File: src/rtl/image_pkg.sv
// image_pkg: frame geometry, pixel width, FSM encoding and stop address shared by image write/read paths
package image_pkg;
  localparam int IMG_W = 256;
  localparam int IMG_H = 256;
  localparam int PIX_W = 24;
  localparam int IMG_STOP = IMG_W * IMG_H - 1;
  localparam logic [1:0] S_IDLE  = 2'd0;
  localparam logic [1:0] S_WRITE = 2'd1;
  localparam logic [1:0] S_DONE  = 2'd2;
  function automatic int stop_addr(input int w, input int h);
    return w * h - 1;
  endfunction
endpackage

File: src/rtl/wr_image.sv
// wr_image: frame-buffer writer, RGB pixel stream (valid/ready + sof) into a double-banked BRAM.
//   in : clk, rst (sync, active-high), cap_en, pix_valid, pix_sof, pix_data
//   out: pix_ready, ram_we, ram_addr {bank, addr}, ram_din, wr_bank, frame_done, err_sof, err_cnt
//   WR_IMAGE_ERR_CNT_EN: when defined, err_cnt counts err_sof pulses (saturating); otherwise tied to 0.
module wr_image
  import image_pkg::*;
#(
  parameter int FRAME_W = IMG_W,
  parameter int FRAME_H = IMG_H,
  parameter int ADDR_W  = 16,
  parameter int DATA_W  = PIX_W
) (
  input  logic              clk,
  input  logic              rst,
  input  logic              cap_en,
  input  logic              pix_valid,
  output logic              pix_ready,
  input  logic              pix_sof,
  input  logic [DATA_W-1:0] pix_data,
  output logic              ram_we,
  output logic [ADDR_W:0]   ram_addr,
  output logic [DATA_W-1:0] ram_din,
  output logic              wr_bank,
  output logic              frame_done,
  output logic              err_sof,
  output logic [7:0]        err_cnt
);
  localparam logic [ADDR_W-1:0] STOP = ADDR_W'(stop_addr(FRAME_W, FRAME_H));
  logic [1:0] state_q, state_d;
  logic [ADDR_W-1:0] cnt_q, cnt_d;
  logic [ADDR_W:0] addr_q, addr_d;
  logic [DATA_W-1:0] din_q, din_d;
  logic bank_q, bank_d, we_q, we_d, err_q, err_d, acc;
  assign pix_ready = state_q != S_DONE;
  assign acc = pix_valid & pix_ready;
  always_comb begin
    state_d = state_q;
    cnt_d = cnt_q;
    bank_d = bank_q;
    we_d = 1'b0;
    err_d = 1'b0;
    addr_d = addr_q;
    din_d = din_q;
    case (state_q)
      S_IDLE: if (acc && pix_sof && cap_en) begin
        we_d = 1'b1;
        addr_d = {bank_q, {ADDR_W{1'b0}}};
        din_d = pix_data;
        cnt_d = ADDR_W'(1);
        state_d = S_WRITE;
      end
      S_WRITE: if (acc) begin
        we_d = 1'b1;
        din_d = pix_data;
        err_d = pix_sof;
        addr_d = {bank_q, pix_sof ? {ADDR_W{1'b0}} : cnt_q};
        cnt_d = pix_sof ? ADDR_W'(1) : (cnt_q == STOP ? cnt_q : cnt_q + ADDR_W'(1));
        state_d = (!pix_sof && cnt_q == STOP) ? S_DONE : S_WRITE;
      end
      default: begin
        bank_d = ~bank_q;
        cnt_d = '0;
        state_d = S_IDLE;
      end
    endcase
  end
  always_ff @(posedge clk) begin
    if (rst) begin
      state_q <= S_IDLE;
      cnt_q <= '0;
      bank_q <= 1'b0;
      we_q <= 1'b0;
      err_q <= 1'b0;
      addr_q <= '0;
      din_q <= '0;
    end else begin
      state_q <= state_d;
      cnt_q <= cnt_d;
      bank_q <= bank_d;
      we_q <= we_d;
      err_q <= err_d;
      addr_q <= addr_d;
      din_q <= din_d;
    end
  end
  assign ram_we = we_q;
  assign ram_addr = addr_q;
  assign ram_din = din_q;
  assign wr_bank = bank_q;
  assign err_sof = err_q;
  // DONE lasts one cycle, coinciding with the registered write of the last pixel
  assign frame_done = state_q == S_DONE;
`ifdef WR_IMAGE_ERR_CNT_EN
  logic [7:0] err_cnt_q, err_cnt_d;
  assign err_cnt_d = (err_q && err_cnt_q != 8'hFF) ? err_cnt_q + 8'd1 : err_cnt_q;
  always_ff @(posedge clk) begin
    if (rst) err_cnt_q <= 8'd0;
    else err_cnt_q <= err_cnt_d;
  end
  assign err_cnt = err_cnt_q;
`else
  assign err_cnt = 8'd0;
`endif
endmodule

File: config.mk
export PLATFORM = sky130hd
export DESIGN_NAME = wr_image
export DESIGN_NICKNAME = d
export VERILOG_FILES = /design/src/rtl/image_pkg.sv /design/src/rtl/wr_image.sv
export SDC_FILE = /design/constraint.sdc
export NUM_CORES = 1
export LEC_CHECK = 0
export CORE_MARGIN = 10
export CORE_UTILIZATION = 46
export CTS_CLUSTER_DIAMETER = 120
export DETAILED_ROUTE_END_ITERATION = 8
export GPL_ROUTABILITY_DRIVEN = 0
export PLACE_DENSITY_LB_ADDON = 0.08
export SKIP_LAST_GASP = 1
export SLEW_MARGIN = 20
export SYNTH_ARGS = -nofsm -noshare
export SYNTH_HDL_FRONTEND = slang
export SYNTH_SLANG_ARGS = --single-unit
File: constraint.sdc
create_clock -name clk -period 5.7 [get_ports clk]
set_input_delay 1.71 -clock clk [delete_from_list [all_inputs] [get_ports clk]]
set_output_delay 1.71 -clock clk [all_outputs]
set_load 0.05 [all_outputs]
==> results of run 1 <==
==> worst max-delay path: stages (launching register included) <==
cell             delay, ps
dfxtp_1                590
nand2b_1               150
inv_1                   80
clkdlybuf4s50_1        790
==> layout by cell type, fill, tap and decap left out, drive strengths merged, types with 2 or more instances in the layout <==
cell type and instances:
buf 2, a21o 7, dfxtp 62, nor2 14, o211ai 4, a22o 17, nor4 3, a21oi 33
clkdlybuf4s50 74, nor4b 2, o31ai 2, nand2 62, nand2b 3, nand4 5, conb 8, a211oi 2
inv 5, o21ai 9, bufinv 3, nor3 4, nand3 11, and2 4, a221oi 2, clkbuf 11
==> routing by layer <==
metal / GRT usage [%] / up-vias / part of all wire, %
met4: 8.73 / 0 / 1.4
met3: 5.15 / 9 / 9.2
met2: 23.1 / 61 / 47
met1: 18.5 / 1025 / 43
li1: - / 1150 / -
met5: 0 / - / 0
==> area by class of cell <==
type	instances	area, um^2	area share (%)
Clock inverter	4	95.1	2.71
Sequential cell	62	1240	35.4
Multi-Input combinational cell	207	1170	33.3
Clock buffer	11	141	4.03
Inverter	5	18.8	0.535
Tap cell	72	90.1	2.57
Timing Repair Buffer	76	756	21.5
==> kinds of logic (layout without fill, tap and decap cells) <==
kind of cell    Yosys count  in the layout  synth area share [%]
simple gates            113            113                  21.6
compound gates           83             83                  21.7
flops                    62             62                  48.8
buf+inv                  30             96                  6.44
fa+ha+maj                 1              1                 0.492
other cells               1              8                 0.147
xor+xnor                  1              1                 0.344
mux                       1              1                 0.443
==> flip-flops by register name, indices dropped and copies added (netlist names) <==
| name | count |
|---|---|
| ram_din | 24 |
| state_q | 2 |
| err_sof | 1 |
| cnt_q | 16 |
| wr_bank | 1 |
| ram_addr | 17 |
| ram_we | 1 |
==> power groups by stage <==
stage               logic (mW)  clock network [mW]  registers, mW
finish                   0.114               0.461          0.447
global route             0.122               0.491          0.448
CTS                      0.114               0.472          0.447
detailed placement       0.114                   0          0.457
global placement         0.114                   0          0.456
floorplan               0.0482                   0          0.483
==> path summary, 6_finish.rpt <==
kind / from / endpoint / slack [ps] / cells after the start
worst max register to register: cnt_q[0]$_SDFFE_PP0P_ / cnt_q[5]$_SDFFE_PP0P_ / 3500 / 6
worst min-delay path: ram_din[20]$_SDFFE_PP0P_ / ram_din[20]$_SDFFE_PP0P_ / 450 / 2
worst min register to register: ram_din[20]$_SDFFE_PP0P_ / ram_din[20]$_SDFFE_PP0P_ / 450 / 2
worst max-delay path: state_q[1]$_SDFFE_PP0P_ / frame_done / 2040 / 3
==> through the flow <==
| step | setup WS [ps] | total power, mW | cells | util (%) | area, um^2 |
|---|---|---|---|---|---|
| 5_1_grt | 1890 | 1.06 | 437 | 64.5 | 3510 |
| 3_5_place_dp | 1790 | 0.570 | 422 | 60.1 | 3270 |
| 4_1_cts | 2010 | 1.03 | 437 | 64.5 | 3510 |
| 2_1_floorplan | 2660 | 0.532 | 299 | - | 2570 |
| 3_3_place_gp | 1800 | 0.570 | 422 | 60.1 | 3270 |
| 6_report | 2040 | 1.02 | 437 | 64.5 | 3510 |
==> run summary, run 1 <==
The clock drives 62 sinks. After synthesis, flip-flops and latches occupy 48.8% of the total area. The total setup buffers inserted after CTS came out at 0. For this block, the initial DRC count from the detailed router was 126.

For the number of max-slew violations in the final report, the log shows 0. Dividing the final minimum period by the clock period gives 64.3%. The number of antenna diodes in the final layout is 0. Yosys attributes the largest share of cell area to dfxtp_1, nand2_1, a21oi_1.

The switching power is 0.240 mW, and the portion of synthesized cell area occupied by the leading cell type is 48.8%. The async set-or-reset flop fraction in the synthesized netlist came out at 0%. The worst setup path is launched from a flip-flop. The hold violation total from the final report is 0, and the switching share of total power is 23.5%. The flow ran to the end, and the final reports show no timing, DRC or antenna violations. Quantity of gates resized following cts: 0. After synthesis the cells add up to 2540 um^2. The analysis attributes to cell leakage a power of 1.30 nW.

The maximum achievable frequency is 273 MHz. Clock skew after layout: 9.79 ps. Once detailed placement completed, the half-perimeter wirelength came to 4640 um. The max-capacitance violation count was 0; the via density per instance was 5.14.

The logs give 0 for the number of antenna violations at the first check in global routing and 4 for the iteration count of the initial detailed-routing pass. In this run the worst hold path is classified as flip-flop to flip-flop. In the routed design, unresolved DRC markers number 0. By startpoint and endpoint, the worst setup path is classified as flip-flop to output pin.

Routed length per instance: 15.0 um. The tools report the arrival time at the worst endpoint as 1950 ps. Buffers inserted during clock tree synthesis total 9. Number of cell rows: 27. The cell sitting at the root of the clock tree is a clkbuf_8. VDD sags by at most 0.000199 V.

The clock network latency to the later pin of the worst-skew pair is 340 ps. 83 I/O pins were placed. The count of input and output buffers was 74; the post-synthesis register bit count was 62. Ranked by instance count, the synthesized netlist is headed by dfxtp_1, nand2_1, a21oi_1. The pin count of the biggest net entering global routing was 34. In this run the horizontal extent of the chip is 94.4 um.

The post-route minimum period is 3660 ps. Yosys mapped a number of flops with a built-in enable equal to 0. Setup violations remaining at the end of the flow were counted as 0. The net count reported at finish is 391.

The worst pin sits at a relative slew slack of 35.5%. TritonCTS built the clock tree. The detail route stage leaves a number of antenna-violating nets equal to 0. In the global route stage, overall resource usage came out at 15.2%. On the final layout, the worst hold slack is 453 ps. The via count of the first global-routing pass is 2165, and the via count is 2245.

Compared with the post-synthesis result, the final layout area differs by 38.0%. For the number of buffers on the longest clock path, the log shows 2. The cell count after synthesis came out at 292.

The maximum net fanout on the critical path works out to 11. The post-route netlist has 6.85% of its cells at a drive strength greater than 1. The worst setup path is captured at an output pin. The die covers 8900 um^2. The initial utilization of the core area, before any placement, comes to 46.8%. A synthesized cell averages 8.71 um^2. Dividing total power by cell area gives a power density of 291 nW/um^2. The deepest level of the CTS H-tree is 3, and the die boundary height is 94.4 um. The most common cell in the synthesized netlist is dfxtp_1.

The number of synthesis warnings is 0, and the transition time of the tightest slew-check pin is 965 ps. Setup repair after global routing left no endpoint under its margin. Yosys mapped the design onto 44 distinct sky130hd cell types. Of the total power, the clock network draws 45.1%. The logs give 0 for the sum of overflow across all layers after global routing and 6570 um for the total wire length after detailed routing. The tools report the count of filler cells inserted in the layout as 476. After clock tree synthesis, the clock-pin slew on the worst setup and hold paths is 60 ps. The core region is 5440 um^2. The most used flip-flop cell after synthesis is dfxtp_1. The largest total area in the synthesized netlist belongs to dfxtp_1. Of the total power, registers draw 43.7%. Of the total power, combinational logic draws 11.1%. The required time at the worst-slack endpoint came out at 3990 ps.

Adding up every negative setup slack in the final design gives 0 ps. The first global-routing pass estimated 10700 um of wire. The internal power is 0.782 mW, and the count of hold buffers inserted by post-cts repair is 0.
Note: power is estimated with default switching activity, not from simulation.
==> run 2, diff against run 1 <==
Settings changed: CORE_UTILIZATION 46 to 41.
Clock period 5.7 ns to 3 ns, I/O delays scaled along.
==> run 2 against run 1 <==
Net effect: hold slack hardly changed; die area is 9.6% higher; via count rose by 4.4%; critical path type unchanged.
==> run summary, run 2 (same netlist as run 1, synthesis figures left out) <==
Deepest level of the CTS H-tree: 3 (unchanged). The tools report the static leakage as 1.34 nW (was 1.30 nW). The arrival time at the worst endpoint is 1780 ps (was 1950 ps), and the count of hold buffers inserted by post-cts repair is 0 (unchanged).

The cell type of the slowest stage on the worst timing path is clkdlybuf4s50_1 (unchanged). The quantity of gates resized following cts is 0 (unchanged), and the number of antenna violations at the first check in global routing is 0 (unchanged). The logs give 51.9% (was 35.5%) for the relative slew slack and 142 (was 126) for the number of DRC violations after detailed-routing iteration 0.

The largest voltage drop on the vdd net came out at 0.000250 V (was 0.000199 V). For the required time at the worst-slack endpoint, the log shows 2100 ps (was 3990 ps). The pin count of the biggest net entering global routing was 28 (was 34); the clock network latency to the later pin of the worst-skew pair was 340 ps (about the same).

After layout, the worst path uses 89.2% of the clock period. Flip-flop count of the largest register, all copies and words added: 24 (unchanged). The run gives 0 (unchanged) as the hold violation total from the final report.

Setup TNS: 0 ps (unchanged). Cell breakdown of the critical path: nand2b_1 -> clkdlybuf4s50_1 (was nand2b_1 -> inv_1 -> clkdlybuf4s50_1). The number of top-level design ports is 83 (unchanged), and the setup violation total in the final timing report is 0 (unchanged).

The net count reported at finish was 402 (was 391). The logs give 9 (unchanged) for the number of CTS-inserted buffers and 5960 um^2 (was 5440 um^2) for the area of the core. The number of clock sinks seen by CTS is 62 (unchanged). The tools report the worst-case register-to-register setup slack as 770 ps (was 3500 ps). The run gives 0 (unchanged) as the antenna cell count.

The combined global-route utilization of all metal layers was 14.2% (was 15.2%); the number of buffers on the longest clock path was 2 (unchanged). Maximum net fanout on the critical path: 6 (was 11). The setup slack of the critical path after layout is 323 ps (was 2040 ps), and the number of max-slew violations in the final report is 0 (unchanged).

The worst hold path class is flip-flop to flip-flop (unchanged). The number of nets with antenna violations after detailed routing was 0 (unchanged); the post-place setup slack was 335 ps (was 1790 ps). The total setup buffers inserted after CTS was 0 (unchanged); the die boundary height was 98.8 um (was 94.4 um). The number of cell rows was 28 (was 27). For the max-capacitance violation count, the log shows 0 (unchanged). The post-synthesis to final-layout area growth was 39.4% (was 38.0%); the maximum achievable frequency was 374 MHz. Setup repair after global routing left no endpoint under its margin. The transition time of the tightest slew-check pin was 720 ps (was 965 ps). The sum of overflow across all layers after global routing was 0 (unchanged). The most common library cell in the layout ignoring fill and taps was clkdlybuf4s50_1 (unchanged). The clock transition at the register clock pins on the worst setup and hold paths after CTS works out to 70 ps (was 60 ps). The iteration count of the initial detailed-routing pass came out at 4 (unchanged).

The total wire length after detailed routing was 7000 um (was 6570 um); the via count was 2344 (was 2245). Die boundary width: 98.8 um (was 94.4 um). Endpoint type of the worst setup path: an output pin (unchanged). The stage delay of the slowest cell on the critical path is 820 ps (was 790 ps). The category of the critical setup timing path was flip-flop to output pin (unchanged). The routed length per instance came out at 15.5 um (was 15.0 um). TritonCTS built the clock tree. The tools report the initial standard-cell utilization of the core as 42.7% (was 46.8%). The nature of the critical path startpoint was a flip-flop (unchanged). The via count of the first global-routing pass is 2270 (was 2165), and the wire length of the first global-routing pass is 11400 um (was 10700 um).

Commonest cells after routing, fill and taps aside: clkdlybuf4s50_1, dfxtp_1, nand2_1 (unchanged). The share of layout cells above drive strength 1 was 9.84% (was 6.85%); the area enclosed by the die boundary was 9750 um^2 (was 8900 um^2). The run gives 5010 um (was 4640 um) as the post-DP HPWL. Buffer type at the clock tree root: clkbuf_8 (unchanged). The power per unit of standard cell area is 502 nW/um^2 (was 291 nW/um^2).

The flow ran to the end, and the final reports show no timing, DRC or antenna violations. The count of input and output buffers came out at 74 (unchanged). The via density per instance was 5.20 (was 5.14); the final routed DRC violation total was 0 (unchanged).

The clock skew after layout is 8.04 ps (was 9.79 ps). The worst path in the final design needs a cycle of 2680 ps, including I/O delays and setup.
run 2: changes by cell type in the layout (fill, tap and decap cells not counted):
| cell | change |
|---|---|
| buf_4 | +11 |
| clkinv_2 | +3 |
| bufinv_16 | -2 |
| clkbuf_1 | -1 |
run 2: worst max-delay path, delay by kind of cell, from the launching register on:
kind	cells	cell delay (ps)
AND/OR/NAND/NOR	1	180
flip-flops	1	440
buffers and inverters	1	820
run 2: per-stage QoR:
stage	cell area (um^2)	power (mW)	utilization, %	cells	hold slack [ps]
floorplan	2570	1.01	-	299	471
global placement	3360	1.09	56.4	436	439
detailed placement	3360	1.09	56.4	436	446
CTS	3550	1.80	59.6	451	457
global route	3550	1.85	59.6	451	480
finish	3550	1.78	59.6	451	453
run 2: cell type report:
cell class / count / area (um^2)
clock buffer: 10 / 138
clock inverter: 5 / 50.0
fill: 562 / 2410
inverter: 5 / 18.8
multi-input combinational: 207 / 1170
sequential: 62 / 1240
tap: 75 / 93.8
timing repair buffer: 87 / 838
run 2: path summary, 6_finish.rpt:
path                                    end                       from  cells past startpoint
hold / removal    ram_addr[16]$_SDFFE_PP0P_  ram_addr[16]$_SDFFE_PP0P_                      2
setup reg to reg      cnt_q[5]$_SDFFE_PP0P_      cnt_q[0]$_SDFFE_PP0P_                      6
setup / recovery                  pix_ready    state_q[0]$_SDFFE_PP0P_                      2
hold reg to reg   ram_addr[16]$_SDFFE_PP0P_  ram_addr[16]$_SDFFE_PP0P_                      2
run 2: where the power goes:
group / switching [mW] / leakage, nW / internal [mW] / total [mW]
Combinational: 0.142 / 0.736 / 0.0842 / 0.226
Clock: 0.310 / 0.102 / 0.395 / 0.706
Sequential: 0.00987 / 0.502 / 0.840 / 0.850
run 2: routing by layer:
| metal | up-vias | global-route usage, % | routed length [um] |
|---|---|---|---|
| met5 | - | 0 | 0 |
| met1 | 1097 | 17.0 | 3080 |
| met3 | 13 | 6.15 | 551 |
| met4 | 0 | 6.50 | 117 |
| met2 | 58 | 21.4 | 3250 |
| li1 | 1176 | - | - |
